**config.mk**
```make
export PLATFORM = sky130hd
export DESIGN_NAME = tl_ul_ram_slave_flat
export DESIGN_NICKNAME = d
export VERILOG_FILES = /design/src/rtl/tl_ul_pkg.sv /design/src/rtl/tl_ul_ram_slave_if.sv /design/src/rtl/tl_ul_ram_slave.sv /design/src/flat_wrapper.sv
export SDC_FILE = /design/constraint.sdc
export NUM_CORES = 1
export LEC_CHECK = 0
export CAP_MARGIN = 5
export CORE_MARGIN = 2
export CORE_UTILIZATION = 35
export DETAILED_ROUTE_END_ITERATION = 10
export GPL_ROUTABILITY_DRIVEN = 0
export PLACE_DENSITY_LB_ADDON = 0.1
export RECOVER_POWER = 50
export REMOVE_ABC_BUFFERS = 1
export SYNTH_ARGS = -nofsm -noshare
export SYNTH_HDL_FRONTEND = slang
export SYNTH_SLANG_ARGS = --single-unit
```
**constraint.sdc**
```tcl
create_clock -name clk -period 1.6 [get_ports clk]
set_input_delay 0.32 -clock clk [delete_from_list [all_inputs] [get_ports clk]]
set_output_delay 0.32 -clock clk [all_outputs]
set_load 0.1 [all_outputs]
```
**src/rtl/tl_ul_pkg.sv**
```systemverilog
// Shared TileLink-UL opcodes, RAM-slave FSM encoding and the byte-lane merge helper.
// The RMW states are only reachable when TL_PARTIAL_WRITE_EN is defined.
package tl_ul_pkg;

    localparam logic [2:0] PUT_FULL        = 3'd0;
    localparam logic [2:0] PUT_PARTIAL     = 3'd1;
    localparam logic [2:0] GET             = 3'd4;
    localparam logic [2:0] ACCESS_ACK      = 3'd0;
    localparam logic [2:0] ACCESS_ACK_DATA = 3'd1;

    typedef enum logic [2:0] {
        ST_IDLE    = 3'd0,
        ST_RD_WAIT = 3'd1,
        ST_RESP    = 3'd2,
        ST_RMW_RD  = 3'd3,
        ST_RMW_WR  = 3'd4
    } state_e;

    // Lane k of the result comes from new_w when mask[k] is set, else from old_w.
    function automatic logic [63:0] merge_mask64(input logic [63:0] old_w,
                                                 input logic [63:0] new_w,
                                                 input logic [7:0]  mask);
        logic [63:0] r;
        r = old_w;
        for (int k = 0; k < 8; k++) begin
            if (mask[k]) r[8*k +: 8] = new_w[8*k +: 8];
        end
        return r;
    endfunction

endpackage

```
**src/rtl/tl_ul_ram_slave_if.sv**
```systemverilog
// TileLink-UL channel A / channel D bundle between a master and the RAM slave front-end.
interface tl_ul_ram_slave_if #(
    parameter int SRC_W = 4
);
    logic             a_valid;
    logic             a_ready;
    logic [2:0]       a_opcode;
    logic [2:0]       a_param;
    logic [2:0]       a_size;
    logic [SRC_W-1:0] a_source;
    logic [31:0]      a_address;
    logic [7:0]       a_mask;
    logic [63:0]      a_data;

    logic             d_valid;
    logic             d_ready;
    logic [2:0]       d_opcode;
    logic [1:0]       d_param;
    logic [2:0]       d_size;
    logic [SRC_W-1:0] d_source;
    logic             d_denied;
    logic [63:0]      d_data;
    logic             d_corrupt;

    modport master (
        output a_valid, a_opcode, a_param, a_size, a_source, a_address, a_mask, a_data, d_ready,
        input  a_ready, d_valid, d_opcode, d_param, d_size, d_source, d_denied, d_data, d_corrupt
    );

    modport slave (
        input  a_valid, a_opcode, a_param, a_size, a_source, a_address, a_mask, a_data, d_ready,
        output a_ready, d_valid, d_opcode, d_param, d_size, d_source, d_denied, d_data, d_corrupt
    );
endinterface

```
**src/rtl/tl_ul_ram_slave.sv**
```systemverilog
// TileLink-UL slave front-end for a 64-bit, 1-cycle-latency RAM; one transaction in flight.
// Define TL_PARTIAL_WRITE_EN to service PutPartialData by read-modify-write; otherwise it is denied.
module tl_ul_ram_slave
    import tl_ul_pkg::*;
#(
    parameter int SRC_W     = 4,
    parameter int MEM_BYTES = 1024
) (
    input  logic        clk,
    input  logic        rst_n,
    tl_ul_ram_slave_if.slave tl,
    output logic        o_wen,
    output logic [31:0] o_write_address,
    output logic [63:0] o_wdata,
    output logic        o_ren,
    output logic [31:0] o_read_address,
    input  logic [63:0] i_rdata
);

    state_e           state_q, state_d;
    logic [SRC_W-1:0] src_q;
    logic [2:0]       size_q;
    logic [2:0]       opc_q;
    logic             denied_q;
    logic [31:0]      addr_q;
    logic [63:0]      wdata_q;
    logic [63:0]      d_data_q;
    logic             wen_q;
    logic             fresh_q;

    logic             a_ready, d_valid, accept;
    logic             addr_ok, size_ok, get_ok, putf_ok, part_ok;
    logic [32:0]      end_addr;
    logic             unused_in;

    // Widened so an address near 4 GiB cannot wrap back into range.
    assign end_addr = {1'b0, tl.a_address} + 33'd8;
    assign addr_ok  = (tl.a_address[2:0] == 3'b000) && (end_addr <= 33'(MEM_BYTES));
    assign size_ok  = (tl.a_size <= 3'd3);
    assign get_ok   = (tl.a_opcode == GET) && addr_ok && size_ok;
    assign putf_ok  = (tl.a_opcode == PUT_FULL) && addr_ok && (tl.a_size == 3'd3);
`ifdef TL_PARTIAL_WRITE_EN
    logic [7:0] mask_q;
    assign part_ok  = (tl.a_opcode == PUT_PARTIAL) && addr_ok && size_ok;
`else
    assign part_ok  = 1'b0;
`endif
    assign accept    = tl.a_valid && a_ready;
    assign unused_in = ^{tl.a_param, tl.a_mask};

    always_ff @(posedge clk or negedge rst_n) begin
        if (!rst_n) state_q <= ST_IDLE;
        else        state_q <= state_d;
    end

    always_comb begin
        state_d = state_q;
        case (state_q)
            ST_IDLE: begin
                if (accept) begin
                    if (get_ok)       state_d = ST_RD_WAIT;
                    else if (part_ok) state_d = ST_RMW_RD;
                    else              state_d = ST_RESP;
                end
            end
            ST_RD_WAIT: state_d = ST_RESP;
            ST_RESP:    if (tl.d_ready) state_d = ST_IDLE;
`ifdef TL_PARTIAL_WRITE_EN
            ST_RMW_RD:  state_d = ST_RMW_WR;
            ST_RMW_WR:  state_d = ST_RESP;
`endif
            default:    state_d = ST_IDLE;
        endcase
    end

    always_comb begin
        a_ready = 1'b0;
        d_valid = 1'b0;
        o_ren   = 1'b0;
        o_wen   = 1'b0;
        o_wdata = wdata_q;
        case (state_q)
            ST_IDLE:    a_ready = 1'b1;
            ST_RD_WAIT: o_ren   = 1'b1;
            ST_RESP: begin
                d_valid = 1'b1;
                o_wen   = wen_q;
            end
`ifdef TL_PARTIAL_WRITE_EN
            ST_RMW_RD:  o_ren   = 1'b1;
            ST_RMW_WR: begin
                o_wen   = 1'b1;
                o_wdata = merge_mask64(i_rdata, wdata_q, mask_q);
            end
`endif
            default: ;
        endcase
    end

    // Response register bank. A Get enters RESP while its read word is still on
    // i_rdata; fresh_q forwards it for that first cycle and the register holds it after.
    always_ff @(posedge clk or negedge rst_n) begin
        if (!rst_n) begin
            src_q    <= '0;
            size_q   <= '0;
            opc_q    <= '0;
            denied_q <= 1'b0;
            addr_q   <= '0;
            wdata_q  <= '0;
            d_data_q <= '0;
            wen_q    <= 1'b0;
            fresh_q  <= 1'b0;
`ifdef TL_PARTIAL_WRITE_EN
            mask_q   <= '0;
`endif
        end else begin
            wen_q <= 1'b0;
            if (accept) begin
                src_q    <= tl.a_source;
                size_q   <= tl.a_size;
                opc_q    <= (tl.a_opcode == GET) ? ACCESS_ACK_DATA : ACCESS_ACK;
                denied_q <= !(get_ok || putf_ok || part_ok);
                addr_q   <= tl.a_address;
                wdata_q  <= tl.a_data;
                d_data_q <= '0;
                wen_q    <= putf_ok;
                fresh_q  <= 1'b0;
`ifdef TL_PARTIAL_WRITE_EN
                mask_q   <= tl.a_mask;
`endif
            end else if (state_q == ST_RD_WAIT) begin
                fresh_q <= 1'b1;
            end else if (fresh_q) begin
                d_data_q <= i_rdata;
                fresh_q  <= 1'b0;
            end
        end
    end

    assign o_write_address = addr_q;
    assign o_read_address  = addr_q;

    assign tl.a_ready   = a_ready;
    assign tl.d_valid   = d_valid;
    assign tl.d_opcode  = opc_q;
    assign tl.d_param   = 2'b00;
    assign tl.d_size    = size_q;
    assign tl.d_source  = src_q;
    assign tl.d_denied  = denied_q;
    assign tl.d_data    = fresh_q ? i_rdata : d_data_q;
    assign tl.d_corrupt = 1'b0;

endmodule
```
**src/flat_wrapper.sv**
```systemverilog
// flat-port wrapper written by rule: the top's interface ports become plain ports
module tl_ul_ram_slave_flat import tl_ul_pkg::*;
#(
    parameter int SRC_W     = 4,
    parameter int MEM_BYTES = 1024
)
  (clk, rst_n, o_wen, o_write_address, o_wdata, o_ren, o_read_address, i_rdata, tl_a_valid, tl_a_opcode, tl_a_param, tl_a_size, tl_a_source, tl_a_address, tl_a_mask, tl_a_data, tl_d_ready, tl_a_ready, tl_d_valid, tl_d_opcode, tl_d_param, tl_d_size, tl_d_source, tl_d_denied, tl_d_data, tl_d_corrupt);
  tl_ul_ram_slave_if #(.SRC_W(SRC_W)) tl_i ();
  input  logic clk;
  input  logic rst_n;
  output logic o_wen;
  output logic [31:0] o_write_address;
  output logic [63:0] o_wdata;
  output logic o_ren;
  output logic [31:0] o_read_address;
  input  logic [63:0] i_rdata;
  input wire logic [$bits(tl_i.a_valid)-1:0] tl_a_valid;
  input wire logic [$bits(tl_i.a_opcode)-1:0] tl_a_opcode;
  input wire logic [$bits(tl_i.a_param)-1:0] tl_a_param;
  input wire logic [$bits(tl_i.a_size)-1:0] tl_a_size;
  input wire logic [$bits(tl_i.a_source)-1:0] tl_a_source;
  input wire logic [$bits(tl_i.a_address)-1:0] tl_a_address;
  input wire logic [$bits(tl_i.a_mask)-1:0] tl_a_mask;
  input wire logic [$bits(tl_i.a_data)-1:0] tl_a_data;
  input wire logic [$bits(tl_i.d_ready)-1:0] tl_d_ready;
  output wire logic [$bits(tl_i.a_ready)-1:0] tl_a_ready;
  output wire logic [$bits(tl_i.d_valid)-1:0] tl_d_valid;
  output wire logic [$bits(tl_i.d_opcode)-1:0] tl_d_opcode;
  output wire logic [$bits(tl_i.d_param)-1:0] tl_d_param;
  output wire logic [$bits(tl_i.d_size)-1:0] tl_d_size;
  output wire logic [$bits(tl_i.d_source)-1:0] tl_d_source;
  output wire logic [$bits(tl_i.d_denied)-1:0] tl_d_denied;
  output wire logic [$bits(tl_i.d_data)-1:0] tl_d_data;
  output wire logic [$bits(tl_i.d_corrupt)-1:0] tl_d_corrupt;
  assign tl_i.a_valid = tl_a_valid;
  assign tl_i.a_opcode = tl_a_opcode;
  assign tl_i.a_param = tl_a_param;
  assign tl_i.a_size = tl_a_size;
  assign tl_i.a_source = tl_a_source;
  assign tl_i.a_address = tl_a_address;
  assign tl_i.a_mask = tl_a_mask;
  assign tl_i.a_data = tl_a_data;
  assign tl_i.d_ready = tl_d_ready;
  assign tl_a_ready = tl_i.a_ready;
  assign tl_d_valid = tl_i.d_valid;
  assign tl_d_opcode = tl_i.d_opcode;
  assign tl_d_param = tl_i.d_param;
  assign tl_d_size = tl_i.d_size;
  assign tl_d_source = tl_i.d_source;
  assign tl_d_denied = tl_i.d_denied;
  assign tl_d_data = tl_i.d_data;
  assign tl_d_corrupt = tl_i.d_corrupt;
  tl_ul_ram_slave #(.SRC_W(SRC_W), .MEM_BYTES(MEM_BYTES)) u_core (.clk(clk), .rst_n(rst_n), .tl(tl_i), .o_wen(o_wen), .o_write_address(o_write_address), .o_wdata(o_wdata), .o_ren(o_ren), .o_read_address(o_read_address), .i_rdata(i_rdata));
endmodule
```
==> out/metrics.cfg, run 1 <==
[run_status]
outcome=finished, violations left
violations=setup timing

[grt]
overflow=0
grt_usage_pct=22.2
grt_max_degree=51
antenna_found_initial=2
grt_first_pass_wirelength_um=43200
grt_pass1_vias=7968

[layout]
final_common_cell=nand2_1
syn_to_final_growth_pct=88.3
drive_gt1_share_pct=30.9
antenna_cells=0
mostFrequentLayoutCells=nand2_1 (439), buf_12 (189), dfrtp_1 (171)
fillCellCount=1840
fin_nets=1549
utilization_pct=66.9
final_cell_count_no_fill=1694

[detailed_routing]
wl_um=28800
vias=8029
dr.pass1.iters=4
drt-initial-drc-count=462
avgRoutedWirePerCell_um=17.0
ant_nets=0
drc=0
viasPerCell=4.74

[floorplan]
num_rows=56
fp.dieH_um=158
ios=395
die_area_um2=24900
core_um2=23300
die_w_um=158
start_util_pct=35.5

[setup_path]
criticalPathCategory=primary input to register
start_kind=primary input
end_kind=register
crit_required_ns=1.91
cp_max_fo=5
cp.arrival_ns=2.35

[yosys]
synth_ff_type=dfrtp_1
synth.distinct_cells=45
ys_ff_latch=173
syn_area_um2=8280
yosysSeqAreaShare_pct=52.3
syn_area_per_cell_um2=8.66
async_flop_share_pct=100
ys_warn_count=0
synth_edf_count=0
syn_inst=956

[cts]
clock-sinks=173
clockRootBuffer=clkbuf_16
clock_latency_ns=0.42
clockBufferDepth=2
cts_max_level=4
cts.clk_slew.worst_paths_ns=0.07
numCtsBuffers=17
cts_tree=done

[place]
post-dp-hpwl_um=20600
port_buffers=378
post-place-ws_ns=-1.69
placed_cells=1643

[sta]
post-route-min-period_ns=2.04
finalCritPeriodShare_pct=128
fin_ws_ns=-0.445
drv_slew=0
slew_headroom_pct=49.7
finalSetupViolations=71
tightest_slew_ns=0.755
max_clock_freq_ghz=0.489
hold_viol_final=0
clock_skew_ns=0.0159
rsz0062_at_grt=true

[job]
maxCapViolations=0

[power_and_ir_drop]
peakVddDrop_mv=0.988
fin_total_pwr_uw=19200
p_leak_uw=0.00755
power_density_nw_per_um2=1230

[hold_path]
hp-class=primary input to register

[what timing repair did]
| action | in CTS | in global routing |
|---|---|---|
| resized for setup | 131 | 57 |
| hold buffers | 1 | 0 |
| gates cloned | 0 | 10 |
| endpoints found under the setup margin | 72 | 72 |
| setup buffers | 5 | 5 |
| pin swaps | 21 | 5 |
| endpoints found under the hold margin | 22 | 0 |
[per-layer routing]
layer	wire (µm)	global-route usage [%]
met1	11600	28.2
met2	14600	37.4
met3	2160	6.41
met4	431	5.37
met5	0	0
[worst max-delay path: stages]
cell and delay, ns:
buf_6 0.08, nand4_4 0.11, buf_6 0.13, or4_4 0.57, o31ai_2 0.21, nand4_1 0.17, a2111oi_4 0.33, nand4_1 0.20
o21a_1 0.22
[registers in the layout, summed over array words and instances, names as in the netlist]
register and cells:
u_core.o_wdata 64, u_core.tl.d_opcode 1, u_core.tl.d_size 3, u_core.state_q 2, u_core.tl.d_denied 1, u_core.d_data_q 64
u_core.tl.d_source 4, u_core.fresh_q 1, u_core.o_read_address 32, u_core.wen_q 1
[cell type report]
type	instances	area [µm²]	share of cell area, %
clock buffer	19	443	2.84
multi-input combinational	689	3780	24.2
timing repair buffer	477	6530	41.8
inverter	5	18.8	0.120
sequential	173	4330	27.8
clock inverter	12	104	0.666
tap	319	399	2.56
[final timing paths]
kind | slack, ns | endpoint | cells past startpoint | from
max in group asynchronous | 0.15 | u_core.o_wdata[34]$_DFFE_PN0P_ | 3 | rst_n
worst min register to register | 0.47 | u_core.d_data_q[12]$_DFFE_PN0N_ | 2 | u_core.d_data_q[12]$_DFFE_PN0N_
min in group asynchronous | 0.50 | u_core.d_data_q[57]$_DFFE_PN0N_ | 2 | rst_n
worst max-delay path | -0.44 | u_core.state_q[1]$_DFFE_PN0P_ | 9 | tl_a_address[14]
worst max register to register | 0.05 | u_core.d_data_q[41]$_DFFE_PN0N_ | 5 | u_core.state_q[0]$_DFFE_PN0P_
worst min-delay path | 0.18 | u_core.o_read_address[1]$_DFFE_PN0P_ | 3 | tl_a_address[1]
[synth_stat cells (all sizes together), types with 2 or more instances]
| cell | instances | share of area, % |
|---|---|---|
| clkbuf | 52 | 2.4 |
| o31ai | 2 | 0.18 |
| and3 | 3 | 0.23 |
| nand2 | 440 | 20 |
| a31oi | 4 | 0.30 |
| and2 | 2 | 0.15 |
| mux2 | 64 | 8.7 |
| nor4 | 9 | 0.76 |
| buf | 41 | 3.5 |
| nor2 | 14 | 0.63 |
| o21ai | 77 | 4.7 |
| inv | 5 | 0.23 |
| or4 | 3 | 0.29 |
| nand4 | 10 | 0.91 |
| a211oi | 2 | 0.18 |
| nand3b | 4 | 0.36 |
| or3 | 2 | 0.15 |
| or2 | 3 | 0.23 |
| a21oi | 2 | 0.12 |
| nor2b | 3 | 0.23 |
| nand3 | 11 | 0.66 |
| xor2 | 3 | 0.32 |
| nand2b | 2 | 0.15 |
| o21a | 2 | 0.18 |
| dfrtp | 173 | 52 |
| xnor2 | 4 | 0.42 |
| nor3 | 6 | 0.36 |
[power by group]
| part | switching (µW) | internal [µW] |
|---|---|---|
| sequential | 680 | 4910 |
| combinational | 6610 | 3120 |
| clock | 1850 | 2070 |
[per-stage QoR]
stage	TNS [ns]	hold WS, ns	cell area (µm²)
after CTS	-25.31	0.203	15600
after floorplan	-618.53	0.0244	7810
after global placement	-6.12	0.219	14900
final	-26.48	0.180	15600
after global routing	-32.17	0.176	15600
after detailed placement	-7.06	0.223	14900
[cells by family after synthesis]
family / after synthesis / synth area share (%)
AOI/OAI and AO/OA: 98 / 6.69
xor gates and xnor gates: 7 / 0.740
adders and majority gates: 1 / 0.151
buffers and inverters: 98 / 6.13
DFF: 173 / 52.3
muxes: 64 / 8.70
other: 1 / 0.0453
and+or+nand+nor: 514 / 25.3
Power figures use the tool's default switching activity.
==> run 2: changes to the inputs <==
- ABC_CLOCK_PERIOD_IN_PS: not set -> 1600
==> results of run 2 <==
The final DEF is identical to that of run 1; final timing and power are the same.
==> run 3: changes to the inputs <==
- CTS_CLUSTER_DIAMETER: not set -> 200
==> results of run 3 <==
The final DEF is identical to that of run 1; final timing and power are the same.
